File: config.mk
export PLATFORM = sky130hd
export DESIGN_NAME = uart_cmd_assembler
export DESIGN_NICKNAME = d
export VERILOG_FILES = /design/src/rtl/uart_cmd_assembler.sv
export SDC_FILE = /design/constraint.sdc
export NUM_CORES = 1
export LEC_CHECK = 0
export ABC_AREA = 1
export BUFFER_PORTS_ARGS = -buffer_cell sky130_fd_sc_hd__buf_2
export CAP_MARGIN = 5
export CORE_ASPECT_RATIO = 0.5
export CORE_MARGIN = 5
export CORE_UTILIZATION = 30
export CTS_CLUSTER_DIAMETER = 120
export CTS_CLUSTER_SIZE = 10
export DETAILED_ROUTE_END_ITERATION = 10
export PLACE_DENSITY_LB_ADDON = 0.25
export SYNTH_ARGS = -nofsm -noshare
export SYNTH_HDL_FRONTEND = slang
export SYNTH_SLANG_ARGS = --single-unit
File: constraint.sdc
create_clock -name clk -period 1.43 [get_ports clk]
set_input_delay 0.0715 -clock clk [delete_from_list [all_inputs] [get_ports clk]]
set_output_delay 0.0715 -clock clk [all_outputs]
set_load 0.02 [all_outputs]
File: src/rtl/uart_cmd_assembler.sv
// Assembles pairs of UART bytes (high byte first) into 16-bit commands, acking each
// byte to the receiver, with an inter-byte timeout and command-overrun reporting.
module uart_cmd_assembler #(
  parameter int unsigned TIMEOUT_CYCLES = 60000
) (
  input  logic        clk,
  input  logic        rst_n,
  input  logic        rx_rdy_i,
  input  logic [7:0]  rx_data_i,
  output logic        clr_rx_rdy_o,
  output logic [15:0] cmd_o,
  output logic        cmd_rdy_o,
  input  logic        clr_cmd_rdy_i,
  output logic        busy_o,
  output logic        timeout_err_o,
  output logic        overrun_o
);

  localparam int unsigned TW = $clog2(TIMEOUT_CYCLES);
  localparam logic [TW-1:0] TIMER_INIT = TW'(TIMEOUT_CYCLES - 1);
  localparam logic [TW-1:0] TIMER_ZERO = TW'(1'b0);
  localparam logic [TW-1:0] TIMER_ONE  = TW'(1'b1);

  typedef enum logic {
    IDLE    = 1'b0,
    WAIT_LO = 1'b1
  } state_e;

  state_e        state_q, state_d;
  logic [7:0]    hi_q, hi_d;
  logic [TW-1:0] timer_q, timer_d;
  logic [15:0]   cmd_q, cmd_d;
  logic          cmd_rdy_q, cmd_rdy_d;
  logic          timeout_err_q, timeout_err_d;
  logic          overrun_q, overrun_d;
  logic          clr_rx_rdy_s;
  logic          complete_s;

  // Next-state logic: byte acceptance, command completion and timeout
  always_comb begin
    state_d       = state_q;
    hi_d          = hi_q;
    timer_d       = timer_q;
    cmd_d         = cmd_q;
    timeout_err_d = 1'b0;
    clr_rx_rdy_s  = 1'b0;
    complete_s    = 1'b0;
    case (state_q)
      IDLE: begin
        if (rx_rdy_i) begin
          clr_rx_rdy_s = 1'b1;
          hi_d         = rx_data_i;
          timer_d      = TIMER_INIT;
          state_d      = WAIT_LO;
        end else begin
          state_d = IDLE;
        end
      end
      WAIT_LO: begin
        // A byte arriving on the last timer cycle still completes the command
        if (rx_rdy_i) begin
          clr_rx_rdy_s = 1'b1;
          complete_s   = 1'b1;
          cmd_d        = {hi_q, rx_data_i};
          hi_d         = 8'h00;
          timer_d      = TIMER_ZERO;
          state_d      = IDLE;
        end else if (timer_q == TIMER_ZERO) begin
          timeout_err_d = 1'b1;
          hi_d          = 8'h00;
          state_d       = IDLE;
        end else begin
          timer_d = timer_q - TIMER_ONE;
        end
      end
      default: begin
        hi_d    = 8'h00;
        timer_d = TIMER_ZERO;
        state_d = IDLE;
      end
    endcase
  end

  // Ready flag: completion wins over a simultaneous consumer clear
  always_comb begin
    cmd_rdy_d = cmd_rdy_q;
    overrun_d = complete_s & cmd_rdy_q & ~clr_cmd_rdy_i;
    if (complete_s) begin
      cmd_rdy_d = 1'b1;
    end else if (clr_cmd_rdy_i) begin
      cmd_rdy_d = 1'b0;
    end else begin
      cmd_rdy_d = cmd_rdy_q;
    end
  end

  // State and output registers
  always_ff @(posedge clk or negedge rst_n) begin
    if (!rst_n) begin
      state_q       <= IDLE;
      hi_q          <= 8'h00;
      timer_q       <= TIMER_ZERO;
      cmd_q         <= 16'h0000;
      cmd_rdy_q     <= 1'b0;
      timeout_err_q <= 1'b0;
      overrun_q     <= 1'b0;
    end else begin
      state_q       <= state_d;
      hi_q          <= hi_d;
      timer_q       <= timer_d;
      cmd_q         <= cmd_d;
      cmd_rdy_q     <= cmd_rdy_d;
      timeout_err_q <= timeout_err_d;
      overrun_q     <= overrun_d;
    end
  end

  assign clr_rx_rdy_o  = clr_rx_rdy_s;
  assign cmd_o         = cmd_q;
  assign cmd_rdy_o     = cmd_rdy_q;
  assign busy_o        = (state_q == WAIT_LO);
  assign timeout_err_o = timeout_err_q;
  assign overrun_o     = overrun_q;

endmodule

After elaboration in Yosys (flattened, before gate mapping)
Index checks and enable logic that the tools add are counted.

Register bits: 44. Bits of input ports: 12.

Add/subtract/negate cells: 1. Muxes and demuxes: 18. Reduce and logical (&&, ||, !) cells: 5. Eq/ne operators: 3. Bitwise operators: 4.

Operator list (number): 16-bit two-way mux (3); 16-bit one-hot mux with 2 select lines (1); 8-bit two-way mux (3); 16-bit zero test (1); 8-bit one-hot mux with 2 select lines (1); 16-bit by 1-bit subtractor with 16-bit output, second input constant (1); 1-bit two-way mux (9); 2-bit AND reduction (3); 3-bit by 2-bit inequality test with 1-bit output, second input constant (1); 3-bit inequality test, second input constant (1); 1-bit bitwise AND (2); 2-bit inequality test, second input constant (1); 1-bit NOT (2); 1-bit one-hot mux with 2 select lines (1); 2-bit nonzero test (1).

Depth between registers and ports, before layout
Gate-level depths: netlist of the first run.

Word-level depth: 4. Gate-level depth with buffers: 9.

Worst setup path before layout of the first run
OpenSTA, ideal clock, no wires.

Path type: register to register. Start: register timer_q[0]. End: register timer_q[11]. Data arrival time: 1.303 ns. Cell stages (with the launch flop): 10. Setup slack: 0.000 ns. Buffers on the path: 0. Setup time: 0.127 ns. Cell sequence: dfrtp_1 -> inv_1 -> ha_1 -> nand2_2 -> nor2_8 -> nand2_4 -> nand2_4 -> inv_2 -> nand3_1 -> nand3_1.

Longest elaborated chain between the ends: 4. Elaborated cells on any way between the ends: 7.

Ends and longest elaborated chain: start, declared (RTL line 31) `logic [TW-1:0] timer_q, timer_d;`; start signal, assigned (RTL line 110) `timer_q <= timer_d;`; 16-bit by 1-bit subtractor with 16-bit output (RTL line 73) `timer_d = timer_q - TIMER_ONE;`; 16-bit two-way mux (RTL line 68) `end else if (timer_q == TIMER_ZERO) begin`; 16-bit two-way mux (RTL line 61) `if (rx_rdy_i) begin`; 16-bit one-hot mux with 2 select lines (RTL line 48) `case (state_q)`.

Several ways; a longest one is shown, not always the timed one. The select of a mux whose other input is x is not followed. A chain may end at the register's enable or synchronous reset.

Final worst setup path of the first run
Start: register timer_q[7]. End: register hi_q[2].

Longest elaborated chain between the ends: 3.

Ends and longest elaborated chain: 16-bit zero test (RTL line 68); 3-bit by 2-bit inequality test with 1-bit output (no source line); 2-bit AND reduction (no source line); end signal, assigned (RTL line 109) `hi_q <= hi_d;`; end, declared (RTL line 30) `logic [7:0] hi_q, hi_d;`.

Every way passes these cells.

==> metrics.txt, run 1 <==
Seq. cell area about 1100 um^2; Post-Place Cell Area roughly 2500 um^2; syn avg cell area between 9 and 10 um^2; initial antenna violation count 0; Worst Setup End Kind flip-flop; kind of critical path reg2reg; pre-CTS WS -0.05205 ns; total gr overflow 0; status finished clean; Die H 69.10 um; Fin. Hold Viols 0; routed length per instance 12.37 um; later-pin clock latency in the skew report 0.28 ns; final WL 4775 um; top cell type's share of synthesized area between 50% and 60%; cell mode on critical path nand2_8; I/O Buffers 32; Post-Syn Nets approximately 240; Placer Congestion 0.7650; vias in the first global route 1779; CTS Buf Count 5; H-tree levels 2; Pwr Density 1453 nW/um^2; layout cell share with drive strength beyond 1 42.86%; core area 6726 um^2; Die X-Extent ~130 um; min-delay worst type in2reg; max-cap check violation count 0; Detailed Routing Iterations Pass 1 4; Slew @ Worst Pin 0.4430 ns; Critical Path Slowest Stage Cell dfrtp_1; final slew viol count 0; FMAX approximately 700 MHz; Finished Cell Area around 2900 um^2; P&R area growth vs syn 38.69%; RSZ-0062 raised after global routing yes; first-pass GRT wire length 8369 um; Syn Inst Count 228; TNS Setup 0 ns; CP Max Fanout 8; fin crit period between 1 and 1.5 ns; hpwl dp roughly 3400 um; sequential fraction of the synthesis area a little over half; final setup vio count 0; worst setup margin roughly 0.019 ns; clk slew on worst S/H paths around 0.070 ns; DRC 0; Root Driver clkbuf_16; leading post-synthesis cells by cell area dfrtp_1 53%, nand2_1 9.3%, o21ai_0 4.5%, mux2_2 4.3%, inv_1 3.9%; Slew headroom 70.47%; crit share post-route between 90% and 100%; DR vias/cell ~4.4; die area 8859 um^2; nets approximately 310; clk sink count 44; WP data required between 1.5 and 2 ns; mapped cell area between 2000 and 2500 um^2; clock tree buffer depth 2; final hold slack roughly 0.042 ns; # IOs 33; filler cell count 652; Setup Skew 0.003269 ns; multi-input logic area 993.5 um^2; CP Cell Sequence nor2_2 > nand2_2 > nor2_8 > nand2_4 > nand2_8 > nand2_8 > nand2_1 > o21ai_1; largest net degree at the start of global routing 28; CP arrival ~1.6 ns; via count ~1700; area leader, netlist dfrtp_1; CTS tree yes; Starting Density between 30% and 40%; Pleak 1.465 nW; Diodes inserted 0; CP startpoint kind flip-flop; worst vdd ir around 0.56 mV; Iteration-0 DRC Markers 73; overall global routing resource usage between 10% and 20%; ANT nets after route 0; FF+latch count, synth 44; row cnt 21; library cells used by synthesis 30; crit-path max cell delay 0.45 ns; Ys Warns 0
## power by group
part | total (W) | internal (W) | switching (W)
sequential | 0.00165 | 0.00148 | 0.000174
combinational | 0.00124 | 0.000526 | 0.000717
clock | 0.00133 | 0.000830 | 0.000497
total | 0.00422 | 0.00283 | 0.00139
## final timing paths
path	startpoint	to	slack, ns	cells after the start
max	timer_q[7]	hi_q[2]	0.02	8
min	rx_data_i[5]	hi_q[5]	0.04	3
max reg2reg	timer_q[7]	hi_q[2]	0.02	8
min reg2reg	hi_q[5]	hi_q[5]	0.48	2
max in group asynchronous	rst_n	timer_q[8]	0.67	3
min in group asynchronous	rst_n	cmd_o[15]	0.26	2
## sequential cells by signal (all words and copies together) (netlist names)
name and cells:
cmd_o 16, timer_q 16, hi_q 8, busy_o 1, cmd_rdy_o 1, overrun_o 1
timeout_err_o 1
## cell usage after synthesis
| library cell | n |
|---|---|
| xnor2_1 | 3 |
| o21a_1 | 1 |
| nor3_1 | 2 |
| inv_1 | 22 |
| o21ai_0 | 19 |
| nand3_4 | 1 |
| mux2_2 | 8 |
| xor2_1 | 2 |
| buf_6 | 1 |
| o211ai_2 | 2 |
| nand4_1 | 1 |
| nor2_8 | 1 |
| clkbuf_1 | 1 |
| ha_1 | 1 |
| nand3_1 | 16 |
| nor2_1 | 20 |
| nor2_4 | 2 |
| nor2_2 | 3 |
| o211ai_1 | 2 |
| buf_4 | 1 |
| nand2_1 | 52 |
| inv_2 | 1 |
| buf_2 | 2 |
| a21o_1 | 1 |
| a21oi_1 | 9 |
| dfrtp_1 | 44 |
| nand3b_1 | 1 |
| nand2_4 | 4 |
| o21ai_2 | 2 |
| nand2_2 | 3 |
## through the flow
step,instances,total power (W),util [%]
after global routing,386,0.004470,43.21
final,386,0.004222,43.21
after global placement,364,0.002722,37.17
after detailed placement,364,0.002749,37.17
after floorplan,228,0.002331,-
after CTS,376,0.004106,40.38
## logic make-up (layout without fill, tap and decap cells)
logic type | after synthesis | in the layout | share of synthesized area (%)
and+or+nand+nor | 106 | 106 | 24.66
DFF | 44 | 44 | 52.54
AOI/OAI and AO/OA | 36 | 36 | 10.15
buffers and inverters | 28 | 94 | 5.671
muxes | 8 | 8 | 4.299
xor gates and xnor gates | 5 | 5 | 2.090
adders and majority gates | 1 | 1 | 0.5969
## per-layer routing
metal / track usage (%) / vias up / wire, um
li1: - / 867 / -
met4: 3.529 / 0 / 34
met2: 19.31 / 24 / 2370
met3: 2.623 / 2 / 160
met5: 0 / - / 0
met1: 14.66 / 818 / 2210
## final cells by class
cell class / count / area share [%]
sequential: 44 / 37.97
multi-input combinational: 156 / 34.18
timing repair buffer: 63 / 14.94
clock buffer: 5 / 4.305
tap: 92 / 3.960
inverter: 23 / 3.056
clock inverter: 3 / 1.593
## cell usage in the layout (no fill, tap or decap), drive strengths merged, types with 3 or more instances in the layout
master and count:
xnor2 3, o211ai 4, mux2 8, a21oi 9, dfrtp 44, clkbuf 5, nand3 17, nor2 26
buf 61, inv 24, o21ai 21, nand2 59
## repair_timing
action / in CTS / in global routing
resized for setup: 3 / 44
pin swaps: 2 / 21
hold endpoints to repair: 19 / 0
buffers inserted: 2 / 11
hold buffers: 2 / 0
endpoints found under the setup margin: 21 / 24
## critical path, delay by kind of cell (launching register included)
family | cells | cell delay (ns)
flip-flops | 1 | 0.45
AO/OA/AOI/OAI | 1 | 0.06
AND/OR/NAND/NOR | 7 | 0.78
Power figures use the tool's default switching activity.
==> inputs of run 2 (changes only) <==
--- a/config.mk
+++ b/config.mk
@@ -5,7 +5,6 @@
 export SDC_FILE = /design/constraint.sdc
 export NUM_CORES = 1
 export LEC_CHECK = 0
-export ABC_AREA = 1
 export BUFFER_PORTS_ARGS = -buffer_cell sky130_fd_sc_hd__buf_2
 export CAP_MARGIN = 5
 export CORE_ASPECT_RATIO = 0.5
==> run 2 against run 1 <==
The run now ends with negative setup slack left. Utilization increased by 3.3 points. Via count increased by 5.7%. Non-clock buffer count increased by 20. Critical path type unchanged. Largest cell class is now multi-input combinational cells. Highest routed layer unchanged.
==> metrics.txt, run 2 <==
status complete, but fails checks; failing checks negative setup slack; clock tree buffer depth 2 (unchanged); ANT nets after route 0 (unchanged); TNS Setup -8.440 ns (-8.440 ns); final slew viol count 0 (unchanged); I/O Buffers 32 (unchanged); CP startpoint kind flip-flop; DRC 0 (unchanged); filler cell count 644 (-1.2%); Syn Inst Count 183 (-20%); DR vias/cell 5.053 (+14%); # IOs 33 (unchanged); via count 1809 (+5.7%); Fin. Hold Viols 0 (unchanged); Setup Skew 0.004508 ns (+0.001239 ns); final setup vio count 26 (+26); CP Max Fanout 4 (-4); vias in the first global route 1866 (+4.9%); sequential fraction of the synthesis area 52.60% (+0.063 points); largest net degree at the start of global routing 21 (-25%); CP Cell Sequence inv_2 > ha_4 > or3b_4 > or4_4 > a311oi_2 > a311oi_1; later-pin clock latency in the skew report 0.29 ns (about the same); RSZ-0062 raised after global routing yes; ys async rst share 100.0% (unchanged); hold-critical path depth 2 (-1); final WL 5707 um (+20%); Comb pwr share 33.7% (+4.3 points); CP arrival 2.10 ns (+0.52 ns); Seq. cell area 1101 um^2 (-0.23%); FMAX 516.5 MHz (-27%); clk sink count 44 (unchanged); initial antenna violation count 0 (unchanged); Slew @ Worst Pin 0.4232 ns (-0.01975 ns); WP data required 1.59 ns (about the same); CTS tree yes; syn avg cell area 11.44 um^2 (+24%); overall global routing resource usage 12.98% (+1.5 points); RR Startpoint timer_q[1]; CTS Buf Count 5 (unchanged); clk slew on worst S/H paths 0.07 ns (about the same); Placer Congestion 0.8556 (+12%); non-filler instance count after layout 358 (-7.3%); Pleak 1.362 nW (-7.0%); Sw Pwr 0.001554 W (+12%); Clk pwr share 28.8% (-2.6 points); Post-Syn Nets 196 (-19%); most frequent cells after synthesis 44 x dfrtp_1, 17 x mux2_2, 16 x nor2_1; Seq pwr share 37.5% (-1.6 points); multi-input logic area 1154 um^2 (+16%); row cnt 21 (unchanged); worst setup margin -0.5059 ns (-0.5246 ns); WP buf/inv 1 (+1); min-delay src rx_data_i[0]; ys flop type dfrtp_1; switch share 33.21% (+0.33 points); H-tree levels 2 (unchanged); hpwl dp 3721 um (+9.2%); worst vdd ir 0.6111 mV (+9.4%); layout cell share with drive strength beyond 1 55.26% (+12 points); die area 8849 um^2 (-0.11%); min-delay worst type in2reg; pre-CTS WS -0.5805 ns (-0.5284 ns); mapped cell area 2093 um^2 (-0.12%); commonest non-fill, non-tap cell in the layout dfrtp_1; total gr overflow 0 (unchanged); core area 6726 um^2 (unchanged); most frequent cell after synthesis dfrtp_1; Internal Power 0.003125 W (+10%); Critical Path Slowest Stage Cell or4_4; crit-path max cell delay 0.53 ns (+0.08 ns); critical path depth in cells 6 (-2); Worst Setup End Kind flip-flop; Worst R2R End timer_q[11]; Slew headroom 71.78% (+1.3 points); area leader, netlist dfrtp_1; Pwr Density 1494 nW/um^2 (+2.9%); most frequent cells in the layout 44 x dfrtp_1, 42 x buf_4, 32 x buf_2; Die H 69.07 um (about the same); P&R area growth vs syn 49.61%; Diodes inserted 0 (unchanged); leading post-synthesis cells by cell area dfrtp_1 53%, mux2_2 9.1%, mux2i_1 4.3%, o2bb2ai_1 3.3%, nor2_1 2.9%; Worst Hold Path EP cmd_o[0]; crit share post-route 135.4% (+37 points); EDFF count, synth 0 (unchanged); fin crit period 1.936 ns (+0.5246 ns); Starting Density 31.12% (-0.037 points); Root Driver clkbuf_16; worst reg2reg path depth 6 (-2); Ys Warns 0 (unchanged); top cell type's share of synthesized area 52.60% (+0.063 points); kind of critical path reg2reg; nets 278 (-9.2%); library cells used by synthesis 48 (+60%); r2r setup slk -0.51 ns (-0.52 ns); Die X-Extent 128.1 um (about the same); first-pass GRT wire length 9508 um (+14%); CP delay by family, top simple AND/OR/NAND/NOR gates; FF+latch count, synth 44 (unchanged); Detailed Routing Iterations Pass 1 4 (unchanged); max-cap check violation count 0 (unchanged); Placed Cells 340 (-6.6%); routed length per instance 15.94 um (+29%); Iteration-0 DRC Markers 45 (-38%)
run 2: worst register-to-register path, delay by kind of cell, from the launching register on:
kind | cells | cell delay, ns
adder cells (fa/ha/maj) | 1 | 0.14
buffers and inverters | 1 | 0.09
AO/OA/AOI/OAI | 2 | 0.28
flip-flops | 1 | 0.39
AND/OR/NAND/NOR | 2 | 0.90
run 2: through the flow:
| step | total power [W] | hold WS (ns) | cell area, um^2 | utilization, % |
|---|---|---|---|---|
| 2_1_floorplan | 0.002514 | -0.2241 | 2148 | - |
| 5_1_grt | 0.004948 | 0.02471 | 3132 | 46.56 |
| 4_1_cts | 0.004564 | 0.03064 | 2958 | 43.97 |
| 6_report | 0.004680 | 0.02958 | 3132 | 46.56 |
| 3_5_place_dp | 0.003108 | 0.008433 | 2685 | 39.92 |
| 3_3_place_gp | 0.003080 | -0.003651 | 2685 | 39.92 |
run 2: how the worst max path moves through the flow:
stage / startpoint / endpoint / slack (ns)
after floorplan: timer_q[1] / timer_q[11] / -0.53
after global placement: timer_q[1] / timer_q[11] / -0.54
after detailed placement: timer_q[1] / timer_q[11] / -0.58
after CTS: timer_q[0] / timer_q[11] / -0.54
after global routing: timer_q[1] / timer_q[11] / -0.58
final: timer_q[1] / timer_q[11] / -0.51
run 2: per-layer routing:
layer  routed length (um)  GRT usage, %  vias to the layer above
met3                  120         2.546                        8
met4                   63         4.353                        0
met1                 2567         16.88                      909
met5                    0             0                        -
li1                     -             -                      867
met2                 2955         21.61                       25
run 2: power by group through the flow:
stage               sequential [W]  clock [W]  combinational, W
floorplan                  0.00195          0          0.000563
global placement           0.00175          0           0.00133
detailed placement         0.00175          0           0.00135
CTS                        0.00174    0.00138           0.00144
global route               0.00180    0.00144           0.00171
finish                     0.00176    0.00135           0.00158
run 2: layout make-up:
cell class | instances | share of cell area, %
multi-input combinational | 127 | 36.84
clock buffer | 5 | 3.995
tap | 92 | 3.676
timing repair buffer | 83 | 18.38
clock inverter | 3 | 1.478
inverter | 4 | 0.4794
sequential | 44 | 35.16
run 2: kinds of logic after synthesis:
logic type | count (synthesis) | share of synthesized area (%)
compound gates | 43 | 15.12
simple gates | 56 | 15.66
mux | 26 | 13.45
buf+inv | 13 | 2.570
fa+ha+maj | 1 | 0.5976
flops | 44 | 52.60
run 2: repair_timing:
item	4_1_cts	5_1_grt
gates resized for setup	17	28
setup endpoints to repair	26	26
gates cloned	1	0
pin swaps	12	16
hold endpoints to repair	14	0
hold buffers	1	0
setup buffers	1	8
